==> src/rtl/iob_fifo_wr_arbiter_if.sv <==
// Requester/FIFO-write bundle for iob_fifo_wr_arbiter.
// master = arbiter side, slave = requesters plus FIFO side.
interface iob_fifo_wr_arbiter_if #(
   parameter int unsigned N_REQ      = 4,
   parameter int unsigned DATA_WIDTH = 8,
   parameter int unsigned MAX_BURST  = 16
);
   logic                              en;
   logic [N_REQ-1:0]                  req_valid;
   logic [N_REQ-1:0]                  req_last;
   logic [N_REQ*DATA_WIDTH-1:0]       req_data;
   logic [N_REQ-1:0]                  req_ready;
   logic                              fifo_full;
   logic [DATA_WIDTH-1:0]             fifo_data_in;
   logic                              fifo_write_en;
   logic                              busy;
   logic [$clog2(N_REQ)-1:0]          owner;
   logic [$clog2(MAX_BURST+1)-1:0]    burst_cnt;

   modport master (
      input  en, req_valid, req_last, req_data, fifo_full,
      output req_ready, fifo_data_in, fifo_write_en, busy, owner, burst_cnt
   );

   modport slave (
      output en, req_valid, req_last, req_data, fifo_full,
      input  req_ready, fifo_data_in, fifo_write_en, busy, owner, burst_cnt
   );
endinterface

==> src/rtl/iob_fifo_wr_arbiter.sv <==
// Round-robin, packet-aware arbiter sharing one FIFO write port among N_REQ requesters.
// A grant is held until the owner's last beat or MAX_BURST beats, whichever comes first.
module iob_fifo_wr_arbiter #(
   parameter int unsigned N_REQ      = 4,
   parameter int unsigned DATA_WIDTH = 8,
   parameter int unsigned MAX_BURST  = 16
) (
   input  logic                  clk,
   input  logic                  rst,
   iob_fifo_wr_arbiter_if.master bus
);
   localparam int unsigned OWN_W = $clog2(N_REQ);
   localparam int unsigned CNT_W = $clog2(MAX_BURST + 1);
   localparam int unsigned IDX_W = OWN_W + 1;

   typedef enum logic {IDLE, LOCKED} state_e;

   state_e           state_q, state_d;
   logic [OWN_W-1:0] rr_ptr_q, rr_ptr_d;
   logic [OWN_W-1:0] owner_q, owner_d;
   logic [CNT_W-1:0] burst_cnt_q, burst_cnt_d;

   logic             found;
   logic [OWN_W-1:0] win_idx;
   logic [IDX_W-1:0] idx_sum;
   logic [OWN_W-1:0] sel_idx;
   logic [N_REQ-1:0] sel_oh;
   logic [N_REQ-1:0] ready;
   logic             xfer;
   logic             sel_last;
   logic [CNT_W-1:0] cnt_inc;

   // Wrap explicitly so non-power-of-two N_REQ never aliases.
   function automatic logic [OWN_W-1:0] next_ptr(input logic [OWN_W-1:0] p);
      if (p == OWN_W'(N_REQ - 1)) return '0;
      return p + OWN_W'(1);
   endfunction

   // Round-robin search starting at rr_ptr_q.
   always_comb begin
      found   = 1'b0;
      win_idx = '0;
      idx_sum = '0;
      for (int unsigned k = 0; k < N_REQ; k++) begin
         idx_sum = IDX_W'(rr_ptr_q) + IDX_W'(k);
         if (idx_sum >= IDX_W'(N_REQ)) idx_sum = idx_sum - IDX_W'(N_REQ);
         if (!found && bus.req_valid[idx_sum[OWN_W-1:0]]) begin
            found   = 1'b1;
            win_idx = idx_sum[OWN_W-1:0];
         end
      end
   end

   // Selection, handshake and next-state.
   always_comb begin
      state_d     = state_q;
      rr_ptr_d    = rr_ptr_q;
      owner_d     = owner_q;
      burst_cnt_d = burst_cnt_q;
      sel_oh      = '0;
      sel_idx     = owner_q;
      cnt_inc     = burst_cnt_q + CNT_W'(1);

      if (state_q == LOCKED) begin
         sel_oh[owner_q] = 1'b1;
      end else if (bus.en && found) begin
         sel_idx         = win_idx;
         sel_oh[win_idx] = 1'b1;
      end

      ready    = sel_oh & {N_REQ{~bus.fifo_full & rst}};
      xfer     = |(bus.req_valid & ready);
      sel_last = bus.req_last[sel_idx];

      unique case (state_q)
         IDLE: begin
            if (xfer) begin
               owner_d = sel_idx;
               if (sel_last || (MAX_BURST == 1)) begin
                  rr_ptr_d    = next_ptr(sel_idx);
                  burst_cnt_d = '0;
               end else begin
                  state_d     = LOCKED;
                  burst_cnt_d = CNT_W'(1);
               end
            end
         end
         LOCKED: begin
            if (xfer) begin
               if (sel_last || (cnt_inc == CNT_W'(MAX_BURST))) begin
                  state_d     = IDLE;
                  rr_ptr_d    = next_ptr(owner_q);
                  burst_cnt_d = '0;
               end else begin
                  burst_cnt_d = cnt_inc;
               end
            end
         end
         default: state_d = IDLE;
      endcase
   end

   always_ff @(posedge clk or negedge rst) begin
      if (!rst) begin
         state_q     <= IDLE;
         rr_ptr_q    <= '0;
         owner_q     <= '0;
         burst_cnt_q <= '0;
      end else begin
         state_q     <= state_d;
         rr_ptr_q    <= rr_ptr_d;
         owner_q     <= owner_d;
         burst_cnt_q <= burst_cnt_d;
      end
   end

   assign bus.req_ready     = ready;
   assign bus.fifo_write_en = xfer;
   assign bus.fifo_data_in  = bus.req_data[32'(sel_idx) * DATA_WIDTH +: DATA_WIDTH];
   assign bus.busy          = (state_q == LOCKED);
   assign bus.owner         = owner_q;
   assign bus.burst_cnt     = burst_cnt_q;
endmodule

==> src/flat_wrapper.sv <==
// flat-port wrapper written by rule: the top's interface ports become plain ports
module iob_fifo_wr_arbiter_flat 
#(
   parameter int unsigned N_REQ      = 4,
   parameter int unsigned DATA_WIDTH = 8,
   parameter int unsigned MAX_BURST  = 16
)
  (clk, rst, bus_en, bus_req_valid, bus_req_last, bus_req_data, bus_fifo_full, bus_req_ready, bus_fifo_data_in, bus_fifo_write_en, bus_busy, bus_owner, bus_burst_cnt);
  iob_fifo_wr_arbiter_if #(.N_REQ(N_REQ), .DATA_WIDTH(DATA_WIDTH), .MAX_BURST(MAX_BURST)) bus_i ();
  input  logic clk;
  input  logic rst;
  input wire logic [$bits(bus_i.en)-1:0] bus_en;
  input wire logic [$bits(bus_i.req_valid)-1:0] bus_req_valid;
  input wire logic [$bits(bus_i.req_last)-1:0] bus_req_last;
  input wire logic [$bits(bus_i.req_data)-1:0] bus_req_data;
  input wire logic [$bits(bus_i.fifo_full)-1:0] bus_fifo_full;
  output wire logic [$bits(bus_i.req_ready)-1:0] bus_req_ready;
  output wire logic [$bits(bus_i.fifo_data_in)-1:0] bus_fifo_data_in;
  output wire logic [$bits(bus_i.fifo_write_en)-1:0] bus_fifo_write_en;
  output wire logic [$bits(bus_i.busy)-1:0] bus_busy;
  output wire logic [$bits(bus_i.owner)-1:0] bus_owner;
  output wire logic [$bits(bus_i.burst_cnt)-1:0] bus_burst_cnt;
  assign bus_i.en = bus_en;
  assign bus_i.req_valid = bus_req_valid;
  assign bus_i.req_last = bus_req_last;
  assign bus_i.req_data = bus_req_data;
  assign bus_i.fifo_full = bus_fifo_full;
  assign bus_req_ready = bus_i.req_ready;
  assign bus_fifo_data_in = bus_i.fifo_data_in;
  assign bus_fifo_write_en = bus_i.fifo_write_en;
  assign bus_busy = bus_i.busy;
  assign bus_owner = bus_i.owner;
  assign bus_burst_cnt = bus_i.burst_cnt;
  iob_fifo_wr_arbiter #(.N_REQ(N_REQ), .DATA_WIDTH(DATA_WIDTH), .MAX_BURST(MAX_BURST)) u_core (.clk(clk), .rst(rst), .bus(bus_i));
endmodule
==> config.mk <==
export PLATFORM = sky130hd
export DESIGN_NAME = iob_fifo_wr_arbiter_flat
export DESIGN_NICKNAME = d
export VERILOG_FILES = /design/src/rtl/iob_fifo_wr_arbiter_if.sv /design/src/rtl/iob_fifo_wr_arbiter.sv /design/src/flat_wrapper.sv
export SDC_FILE = /design/constraint.sdc
export NUM_CORES = 1
export LEC_CHECK = 0
export ABC_AREA = 1
export CAP_MARGIN = 20
export CELL_PAD_IN_SITES_DETAIL_PLACEMENT = 2
export CELL_PAD_IN_SITES_GLOBAL_PLACEMENT = 2
export CORE_MARGIN = 2
export CORE_UTILIZATION = 21
export DETAILED_ROUTE_END_ITERATION = 6
export PLACE_DENSITY_LB_ADDON = 0.1
export SLEW_MARGIN = 40
export SYNTH_ARGS = -nofsm -noshare
export SYNTH_HDL_FRONTEND = slang
export SYNTH_SLANG_ARGS = --single-unit
export TNS_END_PERCENT = 5
==> constraint.sdc <==
create_clock -name clk -period 5.88 [get_ports clk]
set_input_delay 1.176 -clock clk [delete_from_list [all_inputs] [get_ports clk]]
set_output_delay 1.176 -clock clk [all_outputs]
set_load 0.03 [all_outputs]
==> impl_table.tex <==
\begin{tabular}{lr}
\hline
Metric & Value \\
\hline
\multicolumn{2}{l}{\textbf{Setup path}} \\
\quad CP max stage cell & sky130\_fd\_sc\_hd\_\_clkdlybuf4s50\_1 \\
\quad Cell repeated most along the worst path & sky130\_fd\_sc\_hd\_\_nand2\_1 \\
\quad Buffering stage count on the worst path with inverters included & 5 \\
\quad Startpoint-to-endpoint class of the critical path & input pin to output port \\
\quad Reg2reg start & u\_core.rr\_ptr\_q[0]\$\_DFFE\_PN0P\_ \\
\quad Worst R2R End & u\_core.rr\_ptr\_q[1]\$\_DFFE\_PN0P\_ \\
\quad Sequence of cells on the critical path & clkdlybuf4s50\_1 > inv\_1 > nand2\_2 > nand2\_1 > o21ai\_1 > nand2\_1 > nand2\_1 > nand2\_1 > nand2\_2 > inv\_1 > nand2\_4 > nand2\_2 > inv\_2 > o21ai\_0 > o22ai\_1 > clkdlybuf4s50\_1 \\
\quad Flop-to-flop setup slack & 3.09 ns \\
\quad Worst Setup Start Kind & input pin \\
\quad Type of element capturing the critical path & output port \\
\quad Kind of cell adding the most delay to the critical path & buffers and inverters \\
\quad Worst r2r path cells & 14 \\
\quad Critical Path Fanout Max & 18 \\
\quad Arrival time at the worst endpoint & 3.94 ns \\
\quad Data required time of the worst path & 4.70 ns \\
\quad Largest stage delay on the critical path & 0.71 ns \\
\quad Cell depth of the worst setup path & 16 \\
\multicolumn{2}{l}{\textbf{Detailed routing}} \\
\quad Residual DRC count & 0 \\
\quad Routed Wire Length & 5.21 mm \\
\quad Number of vias in the routed layout & $\sim$1,700 \\
\quad First-pass iteration count of the detailed router & 4 \\
\quad Routed WL per cell & 14.0 um \\
\quad DRC marker count from the first detailed-route iteration & 24 \\
\quad Via density per instance & 4.61 \\
\quad Routed Antenna Nets & 0 \\
\multicolumn{2}{l}{\textbf{Floorplan}} \\
\quad Number of standard-cell rows in the floorplan & 29 \\
\quad Number of placed I/O pins & 65 \\
\quad Vertical die dimension & $\sim$85 um \\
\quad Die area & 7240 sq um \\
\quad Initial core utilization & 21.7\% \\
\quad Die X & 85.1 um \\
\quad Core Box Area & around 6300 sq um \\
\multicolumn{2}{l}{\textbf{Clocking}} \\
\quad Register clock-pin slew on the reported worst setup and hold paths & roughly 0.05 ns \\
\quad Root buffer cell & sky130\_fd\_sc\_hd\_\_clkbuf\_8 \\
\quad Clock sink count & 10 \\
\quad Post-CTS Setup Bufs & 0 \\
\quad Worst-skew pair later-pin latency & 0.23 ns \\
\quad CTS tree & built \\
\quad Hold\_buf cts & 0 \\
\quad Maximum clock insertion buffer count & 2 \\
\quad Number of clock buffers inserted by TritonCTS & 3 \\
\quad H-tree lvl count & 1 \\
\quad Number of gates resized after cts & 0 \\
\multicolumn{2}{l}{\textbf{Yosys}} \\
\quad Synth Warn \# & 0 \\
\quad Top cell types by occurrence after synthesis & sky130\_fd\_sc\_hd\_\_nand2\_1 (71), sky130\_fd\_sc\_hd\_\_nor2\_1 (31), sky130\_fd\_sc\_hd\_\_nand3\_1 (22) \\
\quad Async SR Flop Fraction & 100\% \\
\quad Library cell occupying the most area in the post-synthesis netlist & sky130\_fd\_sc\_hd\_\_nand2\_1 \\
\quad Flop and latch count out of synthesis & 10 \\
\quad Synth cell types & 25 \\
\quad Syn\_area\_per\_cell & 5.92 sq um \\
\quad Post-synthesis instance area & about 1400 sq um \\
\quad Post-synth top flop & sky130\_fd\_sc\_hd\_\_dfrtp\_1 \\
\quad Most numerous cell in the Yosys netlist & sky130\_fd\_sc\_hd\_\_nand2\_1 \\
\quad Number of instances in the synthesized netlist & 233 \\
\quad Syn nets & 283 \\
\quad EDFF count, synth & 0 \\
\quad Top cells by area in the synthesized netlist & sky130\_fd\_sc\_hd\_\_nand2\_1 (19\%), sky130\_fd\_sc\_hd\_\_dfrtp\_1 (18\%), sky130\_fd\_sc\_hd\_\_nor2\_1 (8.4\%), sky130\_fd\_sc\_hd\_\_nand3\_1 (8.0\%), sky130\_fd\_sc\_hd\_\_o21ai\_0 (6.2\%) \\
\quad Share of the synthesized area in the top cell type & 19.3\% \\
\quad Sequential fraction of the synthesis area & 18.1\% \\
\multicolumn{2}{l}{\textbf{Placed design}} \\
\quad Detailed Place HPWL & about 4.4 mm \\
\quad Global placer's final weighted congestion & between 0.7 and 0.8 \\
\quad IO Port Bufs & 64 \\
\quad Number of instances in the placed design & 370 \\
\multicolumn{2}{l}{\textbf{Global route}} \\
\quad Vias in the first global route & 1,874 \\
\quad Maximum number of pins on one net before global-route repair & 19 \\
\quad Global route overflow & 0 \\
\quad All-Layer GR Usage & 14.8\% \\
\quad Global-route wire length before repair & 8.78 mm \\
\quad Antenna violations before repair & 0 \\
\multicolumn{2}{l}{\textbf{Cells and area}} \\
\quad Seq. cell area & 250 sq um \\
\quad Filler Cells Inserted & 783 \\
\quad Nets & roughly 350 \\
\quad Antenna cells & 0 \\
\quad Area growth from synthesis to layout & 53.8\% \\
\quad Area of the multi-input gates & 973 sq um \\
\quad Post-layout utilization of the core & 33.4\% \\
\quad Fraction of final layout cells with drive strength greater than 1 & 11.5\% \\
\quad Post-Layout Cell Count & approximately 370 \\
\multicolumn{2}{l}{\textbf{Timing}} \\
\quad Setup repair after global routing missed its margin & no \\
\quad Final number of setup-violating endpoints & 0 \\
\quad Worst clock skew & 0.00394 ns \\
\quad Post-route fraction of the period consumed by the critical path & 87.0\% \\
\quad Sum Neg Setup Slack & 0 ns \\
\quad Achievable Freq & $\sim$0.2 GHz \\
\quad Post-route minimum period & 5.12 ns \\
\quad Actual slew at the worst max-slew pin & 0.467 ns \\
\quad Min Hold Slack & about 0.55 ns \\
\quad Pins over their slew limit & 0 \\
\quad Hold Vio Cnt, Final & 0 \\
\quad Rel. slew slack & 68.9\% \\
\multicolumn{2}{l}{\textbf{Status}} \\
\quad Run status & finished clean \\
\multicolumn{2}{l}{\textbf{Power and ir drop}} \\
\quad Worst supply voltage drop on vdd & between 0.00015 and 0.0002 V \\
\quad Total chip power & 1.19 mW \\
\quad Static power due to leakage & 1.02 nW \\
\quad Power per Cell Area & 563 nW/um\^{}2 \\
\multicolumn{2}{l}{\textbf{Min path}} \\
\quad Number of cells on the worst hold path & 2 \\
\quad Endpoint of the worst hold-timing path & u\_core.bus.burst\_cnt[4]\$\_DFFE\_PN0P\_ \\
\quad Hold\_sp & u\_core.bus.burst\_cnt[4]\$\_DFFE\_PN0P\_ \\
\quad Hold Path Class & flop to flop \\
\multicolumn{2}{l}{\textbf{Job}} \\
\quad Number of max-cap violations & 0 \\
\hline
\end{tabular}
-- layer usage --
layer | part of all wire (%) | up-vias | GRT usage [%]
li1 | - | 877 | -
met1 | 47 | 816 | 19.5
met2 | 51 | 26 | 26.6
met3 | 2.4 | 0 | 1.46
met4 | 0 | 0 | 2.60
met5 | 0 | - | 0
-- report_power, final --
group / total [mW] / switching, mW / leakage, nW / internal, mW
registers: 0.151 / 0.0559 / 0.129 / 0.0949
clock network: 0.0692 / 0.0245 / 0.0216 / 0.0446
logic: 0.975 / 0.624 / 0.871 / 0.350
-- through the flow --
step | cell area (sq um) | setup slack (ns)
floorplan | 1380 | 1.84
global placement | 2080 | 0.770
detailed placement | 2080 | 0.716
CTS | 2120 | 0.711
global route | 2120 | 0.510
finish | 2120 | 0.764
-- placed cells by master, fill, tap and decap left out --
cell type                         instances
sky130_fd_sc_hd__o31ai_1                  1
sky130_fd_sc_hd__nand4_1                  3
sky130_fd_sc_hd__o21ai_0                 17
sky130_fd_sc_hd__xnor2_1                  2
sky130_fd_sc_hd__nor2_2                   4
sky130_fd_sc_hd__nand2_4                  5
sky130_fd_sc_hd__nor2_1                  31
sky130_fd_sc_hd__o21ai_1                  4
sky130_fd_sc_hd__nand3_4                  1
sky130_fd_sc_hd__inv_1                   19
sky130_fd_sc_hd__and3_1                   1
sky130_fd_sc_hd__ha_1                     6
sky130_fd_sc_hd__o21ai_2                  2
sky130_fd_sc_hd__a31oi_1                  1
sky130_fd_sc_hd__inv_2                    7
sky130_fd_sc_hd__nand3_2                  3
sky130_fd_sc_hd__nand2_1                 71
sky130_fd_sc_hd__o22ai_1                  8
sky130_fd_sc_hd__clkdlybuf4s50_1         64
sky130_fd_sc_hd__nand2_2                  6
sky130_fd_sc_hd__clkbuf_8                 3
sky130_fd_sc_hd__buf_4                    3
sky130_fd_sc_hd__a21oi_1                  2
sky130_fd_sc_hd__dfrtp_1                 10
sky130_fd_sc_hd__nand3_1                 22
-- area by class of cell --
type | instances | share of cell area, %
Tap cell | 77 | 4.54
Multi-Input combinational cell | 190 | 45.9
Clock buffer | 3 | 1.95
Sequential cell | 10 | 11.8
Timing Repair Buffer | 67 | 31.2
Inverter | 26 | 4.60
-- sequential cells by signal, summed over array words and instances (netlist names) --
signal                count
u_core.bus.burst_cnt      5
u_core.bus.owner          2
u_core.bus.busy           1
u_core.rr_ptr_q           2
-- tightest hold or removal path, delay by kind of cell, from the launching register on --
kind          cells  cell delay, ns
flops             1            0.39
simple gates      2            0.13
-- kinds of logic after synthesis --
logic type	Yosys count	share of synthesized area, %
buffers and inverters	33	11.3
DFF	10	18.1
xor gates and xnor gates	2	1.27
AOI/OAI and AO/OA	35	14.2
and+or+nand+nor	147	49.6
adders and majority gates	6	5.44
-- worst max-delay path by stage --
stage | startpoint | end | slack (ns)
6_report | bus_req_valid[3] | bus_fifo_data_in[7] | 0.76
5_1_grt | bus_req_valid[3] | bus_fifo_data_in[2] | 0.51
4_1_cts | bus_req_valid[3] | bus_fifo_data_in[7] | 0.71
3_5_place_dp | bus_req_valid[3] | bus_fifo_data_in[7] | 0.72
3_3_place_gp | bus_req_valid[3] | bus_fifo_data_in[0] | 0.77
2_1_floorplan | bus_req_valid[1] | bus_fifo_data_in[2] | 1.84
Power figures use the tool's default switching activity.
